### config.mk
export PLATFORM = sky130hd
export DESIGN_NAME = smiley_collision_detector
export DESIGN_NICKNAME = d
export VERILOG_FILES = /design/src/rtl/smiley_collision_detector_pkg.sv /design/src/rtl/smiley_collision_detector_pulse_latch.sv /design/src/rtl/smiley_collision_detector.sv
export SDC_FILE = /design/constraint.sdc
export NUM_CORES = 1
export LEC_CHECK = 0
export BUFFER_PORTS_ARGS = -buffer_cell sky130_fd_sc_hd__clkbuf_2
export CAP_MARGIN = 10
export CORE_ASPECT_RATIO = 1.75
export CORE_MARGIN = 1
export CORE_UTILIZATION = 53
export CTS_BUF_LIST = sky130_fd_sc_hd__clkbuf_16
export CTS_CLUSTER_DIAMETER = 80
export DETAILED_ROUTE_END_ITERATION = 12
export PLACE_DENSITY = 0.83
export SETUP_SLACK_MARGIN = 0.1
export SLEW_MARGIN = 10
export SYNTH_ARGS = -nofsm -noshare
export SYNTH_HDL_FRONTEND = slang
export SYNTH_HIERARCHICAL = 1
export SYNTH_SLANG_ARGS = --single-unit
### constraint.sdc
create_clock -name clk -period 2.8 [get_ports clk]
set_input_delay 0.56 -clock clk [delete_from_list [all_inputs] [get_ports clk]]
set_output_delay 0.56 -clock clk [all_outputs]
set_load 0.05 [all_outputs]
### src/rtl/smiley_collision_detector_pkg.sv
// Shared constants and types for the smiley collision detector.
// Edge-bit positions match the hitEdgeCode layout consumed by the ball-motion logic.
package smiley_collision_detector_pkg;

    localparam int SMILEY_WIDTH  = 32;
    localparam int SMILEY_HEIGHT = 32;
    localparam int EDGE_MARGIN   = 8;

    localparam int EDGE_LEFT   = 3;
    localparam int EDGE_TOP    = 2;
    localparam int EDGE_RIGHT  = 1;
    localparam int EDGE_BOTTOM = 0;

    // Index of each collision type inside the per-type vectors of the top.
    localparam int NUM_TYPES    = 5;
    localparam int COL_TOP      = 0;
    localparam int COL_LEFT     = 1;
    localparam int COL_RIGHT    = 2;
    localparam int COL_FLIPPER  = 3;
    localparam int COL_OBSTACLE = 4;

    typedef enum logic {
        LATCH_ARMED = 1'b0,
        LATCH_FIRED = 1'b1
    } latch_state_e;

endpackage

### src/rtl/smiley_collision_detector_pulse_latch.sv
// Once-per-frame ARMED/FIRED gate for one collision type.
// pulse is the firing strobe for the current pixel; the top registers it.
module collision_pulse_latch
    import smiley_collision_detector_pkg::*;
(
    input  logic clk,
    input  logic resetN,
    input  logic overlap,
    input  logic qualify,
    input  logic clear,
    input  logic block,
    output logic pulse
);

    latch_state_e state_q;
    logic         armed_eff;
    logic         fire;

    // A clear in the same cycle as an overlap counts as already re-armed.
    always_comb begin
        armed_eff = clear || (state_q == LATCH_ARMED);
        fire      = armed_eff && overlap && qualify && !block;
    end

    always_ff @(posedge clk or negedge resetN) begin
        if (!resetN) begin
            state_q <= LATCH_ARMED;
        end else if (fire) begin
            state_q <= LATCH_FIRED;
        end else if (clear) begin
            state_q <= LATCH_ARMED;
        end
    end

    assign pulse = fire;

endmodule

### src/rtl/smiley_collision_detector.sv
// Pixel-rate collision producer for the smiley ball: one registered pulse per
// collision type per frame, plus the touched-edge code and a saturating hit count.
module smiley_collision_detector
    import smiley_collision_detector_pkg::*;
#(
    parameter int OBJECT_WIDTH  = SMILEY_WIDTH,
    parameter int OBJECT_HEIGHT = SMILEY_HEIGHT,
    parameter int EDGE_MARGIN   = smiley_collision_detector_pkg::EDGE_MARGIN,
    parameter int COUNT_WIDTH   = 16
) (
    input  logic                   clk,
    input  logic                   resetN,
    input  logic                   startOfFrame,
    input  logic                   reset_level,
    input  logic                   pause,
    input  logic                   smileyDR,
    input  logic [10:0]            smileyOffsetX,
    input  logic [10:0]            smileyOffsetY,
    input  logic                   borderTopDR,
    input  logic                   borderLeftDR,
    input  logic                   borderRightDR,
    input  logic                   flipperDR,
    input  logic                   obstacleDR,
    output logic                   collisionSmileyBorderTop,
    output logic                   collisionSmileyBorderLeft,
    output logic                   collisionSmileyBorderRight,
    output logic                   collisionSmileyFlipper,
    output logic                   collisionSmileyObstacle,
    output logic [3:0]             hitEdgeCode,
    output logic [COUNT_WIDTH-1:0] obstacleHitCount
);

    localparam logic [10:0] LOW_LIMIT_X  = 11'(EDGE_MARGIN);
    localparam logic [10:0] HIGH_LIMIT_X = 11'(OBJECT_WIDTH - EDGE_MARGIN);
    localparam logic [10:0] LOW_LIMIT_Y  = 11'(EDGE_MARGIN);
    localparam logic [10:0] HIGH_LIMIT_Y = 11'(OBJECT_HEIGHT - EDGE_MARGIN);
    localparam logic [COUNT_WIDTH-1:0] COUNT_MAX = '1;
    localparam logic [COUNT_WIDTH-1:0] COUNT_ONE = {{(COUNT_WIDTH-1){1'b0}}, 1'b1};

    logic [NUM_TYPES-1:0]   overlap_vec;
    logic [NUM_TYPES-1:0]   qualify_vec;
    logic [NUM_TYPES-1:0]   fire_vec;
    logic [NUM_TYPES-1:0]   pulse_q;
    logic [3:0]             edge_code;
    logic [3:0]             edge_q;
    logic [3:0]             edge_d;
    logic [COUNT_WIDTH-1:0] count_q;
    logic [COUNT_WIDTH-1:0] count_d;
    logic                   clear;
    logic                   block;

    always_comb begin
        edge_code              = 4'b0000;
        edge_code[EDGE_LEFT]   = smileyOffsetX <  LOW_LIMIT_X;
        edge_code[EDGE_RIGHT]  = smileyOffsetX >= HIGH_LIMIT_X;
        edge_code[EDGE_TOP]    = smileyOffsetY <  LOW_LIMIT_Y;
        edge_code[EDGE_BOTTOM] = smileyOffsetY >= HIGH_LIMIT_Y;
    end

    always_comb begin
        overlap_vec               = '0;
        overlap_vec[COL_TOP]      = smileyDR && borderTopDR;
        overlap_vec[COL_LEFT]     = smileyDR && borderLeftDR;
        overlap_vec[COL_RIGHT]    = smileyDR && borderRightDR;
        overlap_vec[COL_FLIPPER]  = smileyDR && flipperDR;
        overlap_vec[COL_OBSTACLE] = smileyDR && obstacleDR;

        // Centre hits on an obstacle carry no bounce direction, so they are ignored.
        qualify_vec               = '1;
        qualify_vec[COL_OBSTACLE] = |edge_code;
    end

    // reset_level both re-arms and suppresses firing in its own cycle.
    assign clear = startOfFrame || reset_level;
    assign block = pause || reset_level;

    for (genvar t = 0; t < NUM_TYPES; t++) begin : g_latch
        collision_pulse_latch u_latch (
            .clk     (clk),
            .resetN  (resetN),
            .overlap (overlap_vec[t]),
            .qualify (qualify_vec[t]),
            .clear   (clear),
            .block   (block),
            .pulse   (fire_vec[t])
        );
    end

    always_comb begin
        edge_d  = edge_q;
        count_d = count_q;
        if (reset_level) begin
            count_d = '0;
        end else if (fire_vec[COL_OBSTACLE]) begin
            edge_d = edge_code;
            if (count_q != COUNT_MAX) begin
                count_d = count_q + COUNT_ONE;
            end
        end
    end

    always_ff @(posedge clk or negedge resetN) begin
        if (!resetN) begin
            pulse_q <= '0;
            edge_q  <= 4'b0000;
            count_q <= '0;
        end else begin
            pulse_q <= fire_vec;
            edge_q  <= edge_d;
            count_q <= count_d;
        end
    end

    assign collisionSmileyBorderTop   = pulse_q[COL_TOP];
    assign collisionSmileyBorderLeft  = pulse_q[COL_LEFT];
    assign collisionSmileyBorderRight = pulse_q[COL_RIGHT];
    assign collisionSmileyFlipper     = pulse_q[COL_FLIPPER];
    assign collisionSmileyObstacle    = pulse_q[COL_OBSTACLE];
    assign hitEdgeCode                = edge_q;
    assign obstacleHitCount           = count_q;

endmodule
==> results.yml <==
finish:
  diodes: 0
  drive_above_1_share_pct: 36.0
  final_cell_area_um2: 2110
  fin_nets: 255
  finish.utilization_pct: 71.3
  synthToLayoutAreaGrowth_pct: 26.4
sta:
  fin_ws_ns: 0.350
  setup_viol: 0
  fmax_mhz: 408
  tightest_slew_ns: 0.747
  finalClockSkew_ns: 0.00726
  fin_crit_sh_pct: 87.5
  drv_slew: 0
  max_slew_margin_pct: 50.2
  finalSetupTns_ns: 0
  final-hold-violation-count: 0
  min_period_ns: 2.45
  rsz0062_at_grt: "no"
setup_path:
  cp-start-kind: "input pin"
  cp_max_fo: 20
  r2r_cells: 5
  crit_required_ns: 2.99
  reg2reg_to: "obstacleHitCount[6]"
  cp_data_arrival_time_ns: 2.64
  r2r_start: "obstacleHitCount[0]"
  end_kind: "flip-flop"
  reg2reg_slack_ns: 0.87
  critical_path_class: "in2reg"
clock_tree:
  cts_hold_buf: 0
  cts_buffer_depth: 2
  htreeDepth: 2
  clock_latency_ns: 0.28
  post_cts_resized: 0
  cts_root_buffer: "clkbuf_16"
  clk_pin_slew_ns: 0.05
  cts_made_buffers: 5
  postCtsSetupBuffers: 0
  cts_tree: "built"
  clock_sinks: 30
yosys:
  yosys_warnings: 6
  synth_edf_count: 0
  syn_avg_cell_area_um2: 10.2
  yosysSeqAreaShare_pct: 44.9
  async_flop_share_pct: 100
  ys_ff_latch: 30
  synth-main-ff-cell: "dfrtp_1"
  netlist_area_um2: 1670
  synthCells: 164
  synth.distinct_cells: 43
power:
  power_leakage_uw: 0.00107
  post-layout-total-power_uw: 1070
  irDropWorstVdd_uv: 428
  p_per_area_nw_per_um2: 505
floorplan:
  initial_core_util_pct: 56.4
  die_area_um2: 3390
  core-area_um2: 2960
  die_h_um: 76.3
  ioPinCount: 58
  die_w_um: 44.4
  core.rowCount: 26
grt:
  antenna_found_initial: 0
  grt_pass1_wl_mm: 6.52
  track_usage_pct: 25.7
  grt_max_degree: 31
  grt_pass1_vias: 1493
  gr-total-overflow: 0
drt:
  num_vias: 1483
  wire_per_inst_um: 14.3
  viasPerCell: 5.62
  remaining_drc_errors: 0
  drt-total-wl_mm: 3.77
  drt-initial-drc-count: 22
  dr.pass1.iters: 4
  antenna_left: 0
outcome:
  outcome: "finished, final reports clean"
placed_design:
  hpwl_mm: 2.78
  placed_area_um2: 1970
  io_buffers: 51
  place_congestion: 0.830
  dp_slack_ns: 0.0506
hold_path:
  hp-class: "in2async"
job:
  drv_cap: 0
==> worst max-delay path, cell delays in order <==
cell and delay, ns:
clkbuf_2 0.09, buf_4 0.23, or2_2 0.26, inv_1 0.07
a21oi_2 0.32, and2_1 0.28, nand2_2 0.15, or4_1 0.52
a21oi_1 0.17
==> power by group <==
part           total (uW)  internal [uW]  switching [uW]
logic                 108           35.8            72.7
clock network         506            320             186
registers             451            445            6.03
total                1070            801             264
==> placed cells by master (no fill, tap or decap), types with 6 or more instances in the layout <==
cell	netlist	routed
a21oi_1	12	12
and2_1	6	6
clkbuf_2	0	51
dfrtp_1	30	30
inv_1	10	11
nand2_1	14	14
nor2_1	6	6
o31ai_1	6	6
or4_1	7	7
==> state kept, by name, summed over array words and instances, names as in the netlist <==
signal	flops
obstacleHitCount	16
pulse_q	5
g_latch.u_latch/state_q	5
hitEdgeCode	4
==> cells in the mapped netlist (3+ instances only) <==
cell type   n  share of area (%)
nand2b_1    3                1.1
a21oi_1    12                3.6
nor2_1      6                1.3
clkbuf_1    3               0.67
nand3b_4    5                6.0
or4_1       7                3.1
o31ai_1     6                2.7
a21oi_2     5                2.6
o21ai_0     5                1.5
nor4_1      3                1.1
and2_1      6                2.2
nand2_1    14                3.1
nand4_1     5                1.9
inv_1      10                2.2
nor2b_1     3                1.1
o21ai_1     5                1.5
nor3_1      3               0.90
dfrtp_1    30                 45
==> worst max path at each step <==
stage                startpoint              endpoint  cells after the start
CTS                 reset_level  obstacleHitCount[15]                      9
global placement    reset_level  obstacleHitCount[12]                      9
floorplan           reset_level  obstacleHitCount[14]                      8
detailed placement  reset_level  obstacleHitCount[15]                      9
global route        reset_level  obstacleHitCount[15]                      9
finish              reset_level  obstacleHitCount[15]                      9
==> logic make-up after synthesis <==
kind of cell	Yosys count	share of synthesized area, %
AOI/OAI and AO/OA	39	15.4
xor gates and xnor gates	2	1.05
adders and majority gates	1	0.749
buffers and inverters	15	3.67
DFF	30	44.9
muxes	2	1.27
other	1	0.225
and+or+nand+nor	74	32.7
==> stage by stage <==
step,hold WS [ns],instances
after global placement,0.439,256
final,0.339,264
after detailed placement,0.458,256
after global routing,0.413,264
after CTS,0.371,264
after floorplan,0.264,167
==> layer usage <==
metal / global-route usage, % / vias up / share of wire (%)
met5: 0 / - / 0
met4: 14.2 / 0 / 2.5
met3: 4.50 / 8 / 4.8
met2: 44.0 / 64 / 55
met1: 28.3 / 699 / 38
li1: - / 712 / -
==> cell type report <==
cell class	count	area, um2
multi-input cells	122	870
fillers	234	850
flip-flops and latches	30	751
repair buffers	52	263
clock buffers	5	125
well taps	42	52.6
inverters	10	37.5
clock inverters	3	12.5
(Power assumes the default switching activity.)
